**config.mk**
```make
export PLATFORM = sky130hd
export DESIGN_NAME = slos_rx_ctrl
export DESIGN_NICKNAME = d
export VERILOG_FILES = /design/src/rtl/slos_rx_pkg.sv /design/src/rtl/slos_rx_timer.sv /design/src/rtl/slos_rx_ctrl.sv
export SDC_FILE = /design/constraint.sdc
export NUM_CORES = 1
export LEC_CHECK = 0
export BUFFER_PORTS_ARGS = -buffer_cell sky130_fd_sc_hd__buf_4
export CAP_MARGIN = 20
export CORE_MARGIN = 2
export CORE_UTILIZATION = 35
export DETAILED_ROUTE_END_ITERATION = 12
export GPL_TIMING_DRIVEN = 0
export PLACE_DENSITY_LB_ADDON = 0.08
export SETUP_SLACK_MARGIN = 0.05
export SYNTH_ARGS = -nofsm -noshare
export SYNTH_HDL_FRONTEND = slang
export SYNTH_SLANG_ARGS = --single-unit
export TNS_END_PERCENT = 50
```
**constraint.sdc**
```tcl
create_clock -name clk -period 2.68 [get_ports clk]
set_input_delay 0.134 -clock clk [delete_from_list [all_inputs] [get_ports clk]]
set_output_delay 0.134 -clock clk [all_outputs]
set_load 0.01 [all_outputs]
```
**src/rtl/slos_rx_pkg.sv**
```systemverilog
// Shared types for the SLOS receive sequencer: state encoding and counter widths.
package slos_rx_pkg;

    localparam int unsigned CNT_W = 4;

    typedef enum logic [2:0] {
        StIdle      = 3'd0,
        StWaitSlos1 = 3'd1,
        StRestart   = 3'd2,
        StWaitSlos2 = 3'd3,
        StDone      = 3'd4,
        StFail      = 3'd5
    } slos_state_e;

endpackage

```
**src/rtl/slos_rx_timer.sv**
```systemverilog
// Clearable saturating up-counter; hit flags the edge on which the count reaches LIMIT.
module slos_rx_timer #(
    parameter int unsigned LIMIT = 16,
    parameter int unsigned W     = $clog2(LIMIT + 1)
) (
    input  logic clk,
    input  logic reset,
    input  logic clr,
    input  logic inc,
    output logic hit
);

    logic [W-1:0] count_q;

    assign hit = inc && (count_q == W'(LIMIT - 1));

    always_ff @(posedge clk or negedge reset) begin
        if (!reset) begin
            count_q <= '0;
        end else if (clr) begin
            count_q <= '0;
        end else if (inc && (count_q != W'(LIMIT))) begin
            count_q <= count_q + W'(1);
        end
    end

endmodule

```
**src/rtl/slos_rx_ctrl.sv**
```systemverilog
// PRBS11 SLOS receive sequencer for lane training (SLOS1 then SLOS2 phase).
// Optional SLOS_RX_DEBUG_EN adds dbg_state and dbg_brk_cnt outputs.
module slos_rx_ctrl
    import slos_rx_pkg::*;
#(
    parameter int unsigned REQ_SLOS    = 2,
    parameter int unsigned SLOS_LEN    = 2048,
    parameter int unsigned GAP_MARGIN  = 16,
    parameter int unsigned TIMEOUT_CYC = 65536
) (
    input  logic       clk,
    input  logic       reset,
    input  logic       start,
    input  logic       abort,
    input  logic       slos_rec,
`ifdef SLOS_RX_DEBUG_EN
    output logic [2:0] dbg_state,
    output logic [7:0] dbg_brk_cnt,
`endif
    output logic       prbs_enable,
    output logic       prbs_slos1_slos2,
    output logic       busy,
    output logic       done,
    output logic       fail
);

    localparam int unsigned GAP_LIM = SLOS_LEN + GAP_MARGIN;
    localparam int unsigned GAP_W   = $clog2(GAP_LIM + 1);
    localparam int unsigned TMO_W   = $clog2(TIMEOUT_CYC);

    slos_state_e      state_q, state_d;
    logic [CNT_W-1:0] cnt_q, cnt_d, cnt_inc;
    logic             in_wait, gap_hit, tmo_hit;

    assign in_wait = (state_q == StWaitSlos1) || (state_q == StWaitSlos2);
    assign cnt_inc = cnt_q + CNT_W'(1);

    // Gap only runs once the first pulse has arrived; a break also restarts it.
    slos_rx_timer #(
        .LIMIT (GAP_LIM),
        .W     (GAP_W)
    ) u_gap (
        .clk   (clk),
        .reset (reset),
        .clr   (!in_wait || slos_rec || abort || gap_hit),
        .inc   (in_wait && (cnt_q != '0) && !slos_rec),
        .hit   (gap_hit)
    );

    slos_rx_timer #(
        .LIMIT (TIMEOUT_CYC - 1),
        .W     (TMO_W)
    ) u_tmo (
        .clk   (clk),
        .reset (reset),
        .clr   (!in_wait || abort),
        .inc   (in_wait),
        .hit   (tmo_hit)
    );

    always_comb begin
        state_d = state_q;
        cnt_d   = cnt_q;
        if (abort) begin
            state_d = StIdle;
            cnt_d   = '0;
        end else begin
            unique case (state_q)
                StIdle, StDone, StFail: begin
                    if (start) begin
                        state_d = StWaitSlos1;
                        cnt_d   = '0;
                    end
                end
                StWaitSlos1, StWaitSlos2: begin
                    // A completing pulse beats a coincident timeout.
                    if (slos_rec && (cnt_inc == CNT_W'(REQ_SLOS))) begin
                        state_d = (state_q == StWaitSlos1) ? StRestart : StDone;
                        cnt_d   = '0;
                    end else if (tmo_hit) begin
                        state_d = StFail;
                        cnt_d   = '0;
                    end else if (slos_rec) begin
                        cnt_d = cnt_inc;
                    end else if (gap_hit) begin
                        cnt_d = '0;
                    end
                end
                StRestart: begin
                    state_d = StWaitSlos2;
                    cnt_d   = '0;
                end
                default: begin
                    state_d = StIdle;
                    cnt_d   = '0;
                end
            endcase
        end
    end

    always_ff @(posedge clk or negedge reset) begin
        if (!reset) begin
            state_q          <= StIdle;
            cnt_q            <= '0;
            prbs_enable      <= 1'b0;
            prbs_slos1_slos2 <= 1'b0;
            busy             <= 1'b0;
            done             <= 1'b0;
            fail             <= 1'b0;
        end else begin
            state_q          <= state_d;
            cnt_q            <= cnt_d;
            prbs_enable      <= (state_d == StWaitSlos1) || (state_d == StWaitSlos2);
            prbs_slos1_slos2 <= (state_d == StRestart) || (state_d == StWaitSlos2) ||
                                (state_d == StDone);
            busy             <= (state_d == StWaitSlos1) || (state_d == StRestart) ||
                                (state_d == StWaitSlos2);
            // done rises one cycle after DONE is entered and drops as it is left.
            done             <= (state_d == StDone) && (state_q == StDone);
            fail             <= (state_d == StFail);
        end
    end

`ifdef SLOS_RX_DEBUG_EN
    logic [7:0] brk_cnt_q;
    logic       brk, start_acc;

    assign brk       = in_wait && gap_hit && !tmo_hit && !abort;
    assign start_acc = start && ((state_q == StIdle) || (state_q == StDone) ||
                                 (state_q == StFail));

    always_ff @(posedge clk or negedge reset) begin
        if (!reset) begin
            brk_cnt_q <= '0;
        end else if (abort || start_acc) begin
            brk_cnt_q <= '0;
        end else if (brk && (brk_cnt_q != 8'hff)) begin
            brk_cnt_q <= brk_cnt_q + 8'd1;
        end
    end

    assign dbg_state   = state_q;
    assign dbg_brk_cnt = brk_cnt_q;
`endif

endmodule

```
==> summary.txt <==
Run status
  – Outcome: finished, final reports clean

Clock tree
  – H-Tree Depth: 2
  – CTS sink cnt: 40
  – Clk root buf: clkbuf_8
  – CTS buffer count: 5
  – Maximum clock path buffer count: 2
  – Reg clk slew, reported paths: about 80 ps
  – Post-CTS Resized: 0
  – CTS tree: yes
  – Clock latency on the worst-skew pair: 290 ps

STA
  – Final period utilization: 0.7823
  – Fin crit period: 2096 ps
  – RSZ-0062 raised after global routing: no
  – Final setup viols: 0
  – Final setup TNS: 0 ps
  – Worst-margin pin slew: 574.1 ps
  – Pins Over Slew Limit: 0
  – Final clock skew: 11.13 ps
  – Final Hold Vio Count: 0
  – Fmax: 0.4770 GHz
  – Normalized max-slew margin: 0.6165

Setup path
  – Critical path class: reg2reg
  – Crit end category: flip-flop
  – Worst Setup EP: busy$_DFF_PN0_
  – Terminus of the critical flop-to-flop path: busy$_DFF_PN0_
  – Worst reg2reg setup slack: approximately 580 ps
  – Crit path from: cnt_q[0]$_DFFE_PN0P_
  – Worst Path Required: around 2900 ps
  – Reg2reg path depth: 7
  – Reg2reg start: cnt_q[0]$_DFFE_PN0P_
  – Crit start category: flip-flop
  – Largest fanout on the critical path: 7
  – Critical path data arrival time: 2330 ps

Logic synthesis
  – Synthesized area per cell: 9.471 um2
  – Synthesized Nets: between 200 and 250
  – Sequential fraction of the synthesis area: 0.4459
  – Area share of the largest cell type after synthesis: 0.4459
  – Post-synth top flop: dfrtp_1
  – Number of unique standard cell types used by synthesis: 53
  – Synthesized flop and latch total: 40
  – Post-Syn Area: 2245 um2
  – Area leader, netlist: dfrtp_1
  – EDFF count, synth: 0
  – Post-synthesis async set-or-reset flop share: 1.000
  – Synth area leaders: dfrtp_1 45%, xnor2_1 6.2%, nor2_1 4.3%, ha_1 3.9%, a211oi_1 3.0%
  – Synth warn: 0
  – Post-Syn Instances: ~240

Drt
  – Starting DRT DRC Count: 40
  – DRC viols: 0
  – Routed via count: 1697
  – 1st-pass router iterations: 4
  – Wire length per cell: 13.76 um
  – Antenna viol nets, final: 0
  – Vias/cell: 5.111
  – WL final: 4567 um

Final layout
  – Commonest non-fill, non-tap cell in the layout: dfrtp_1
  – Layout area overhead: 11.93%
  – ANT cells: 0
  – Nets: ~270
  – Most frequent cells in the layout: 40 x dfrtp_1, 26 x nor2_1, 18 x nand2_1, 16 x xnor2_1, 14 x inv_1
  – Layout cell share with drive strength beyond 1: 0.1176

Place
  – RD Place Congestion: about 0.72
  – Hpwl dp: roughly 3200 um
  – Port bufs: 9

Flow run
  – Max-cap violation count: 0

Power
  – Worst IR Drop VDD: 0.0002218 V
  – Static Leak: 0.9636 nW
  – Total power: 1.219 mW
  – Pwr Density: 485.0 nW/um2

Floorplanning
  – Starting Density: 0.3576
  – Die ar.: 7070 um2
  – Num ports: 10
  – Die Span X: 84.09 um
  – Row cnt: 29
  – Core ar.: 6277 um2
  – Die Ht: ~84 um

Global route
  – First-pass GRT wire length: 8224 um
  – Total gr overflow: 0
  – Initial antenna violation count: 0
  – Pin count of the biggest net entering global routing: 41
  – Tot GR Track Use: 0.1437
  – Vias in the first global route: 1698

Min path
  – HP Class: in2reg
==> metrics by stage <==
| stage | area (um2) | hold slack, ps | utilization | cells | worst slack (ps) |
|---|---|---|---|---|---|
| after floorplan | 2245 | -161.6 | - | 237 | 812.6 |
| after global placement | 2409 | 154.4 | 0.3837 | 323 | 598.0 |
| after detailed placement | 2409 | 159.3 | 0.3837 | 323 | 596.5 |
| after CTS | 2512 | 185.7 | 0.4002 | 332 | 581.3 |
| after global routing | 2512 | 213.1 | 0.4002 | 332 | 427.0 |
| final | 2512 | 184.8 | 0.4002 | 332 | 583.5 |
==> report_power, final <==
| group | leakage (nW) | switching, mW | internal [mW] |
|---|---|---|---|
| clock network | 0.0445 | 0.214 | 0.209 |
| registers | 0.552 | 0.0237 | 0.621 |
| logic | 0.367 | 0.0891 | 0.0615 |
==> worst min-delay path by stage <==
stage               slack [ps]  cells past startpoint                      endpoint  start
floorplan                 -160                      0                busy$_DFF_PN0_  reset
global placement           150                      1  u_gap.count_q[7]$_DFFE_PN0P_  reset
detailed placement         160                      1  u_gap.count_q[9]$_DFFE_PN0P_  reset
CTS                        190                      3    prbs_slos1_slos2$_DFF_PN0_  abort
global route               210                      3          state_q[1]$_DFF_PN0_  abort
finish                     180                      3    prbs_slos1_slos2$_DFF_PN0_  abort
==> cells in the mapped netlist, drive strengths merged, types with 3 or more instances <==
library cell  number
dfrtp             40
nor2              28
nand2             18
xnor2             16
inv               14
nand3             13
nor3              12
a211oi            10
a21oi              9
ha                 7
or3                5
xor2               5
and2               4
and4               4
clkbuf             4
nand4              4
a2111oi            3
a21o               3
buf                3
nand2b             3
o21ai              3
==> cell type report <==
class | instances | area, um2
clock buffer | 7 | 86.33
sequential | 40 | 1001
tap | 77 | 96.34
timing repair buffer | 10 | 77.57
multi-input combinational | 176 | 1161
fill | 642 | 3765
clock inverter | 1 | 7.507
inverter | 14 | 52.55
buffer | 7 | 30.03
==> sequential cells by signal (all words and copies together) (netlist names) <==
signal / count
fail: 1
u_gap.count_q: 12
prbs_slos1_slos2: 1
u_tmo.count_q: 16
cnt_q: 4
prbs_enable: 1
state_q: 3
done: 1
busy: 1
==> routing by layer <==
| metal | global-route usage | wire, um | vias to the layer above |
|---|---|---|---|
| met4 | 0.04545 | 29 | 0 |
| met5 | 0 | 0 | - |
| met1 | 0.1989 | 2296 | 813 |
| li1 | - | - | 870 |
| met3 | 0.03660 | 94 | 2 |
| met2 | 0.2201 | 2146 | 12 |
==> repair_timing <==
action	in CTS	in global routing
hold buffers	1	0
hold endpoints to repair	40	0
buffers inserted	0	0
==> worst max-delay path, cell delays in order (launching register included) <==
cell and delay (ps):
dfrtp_1 490, ha_1 270, nor3_1 60, a41o_1 250
and2_1 160, buf_2 160, o311ai_1 460, a32o_1 190
==> cells by family after synthesis <==
kind of cell,Yosys count,share of synthesized area
AOI/OAI and AO/OA,42,0.1460
and+or+nand+nor,105,0.2458
xor gates and xnor gates,21,0.08194
DFF,40,0.4459
buffers and inverters,21,0.03679
adders and majority gates,7,0.03902
muxes,1,0.004459
No activity file was read; power rests on OpenSTA's default activity.
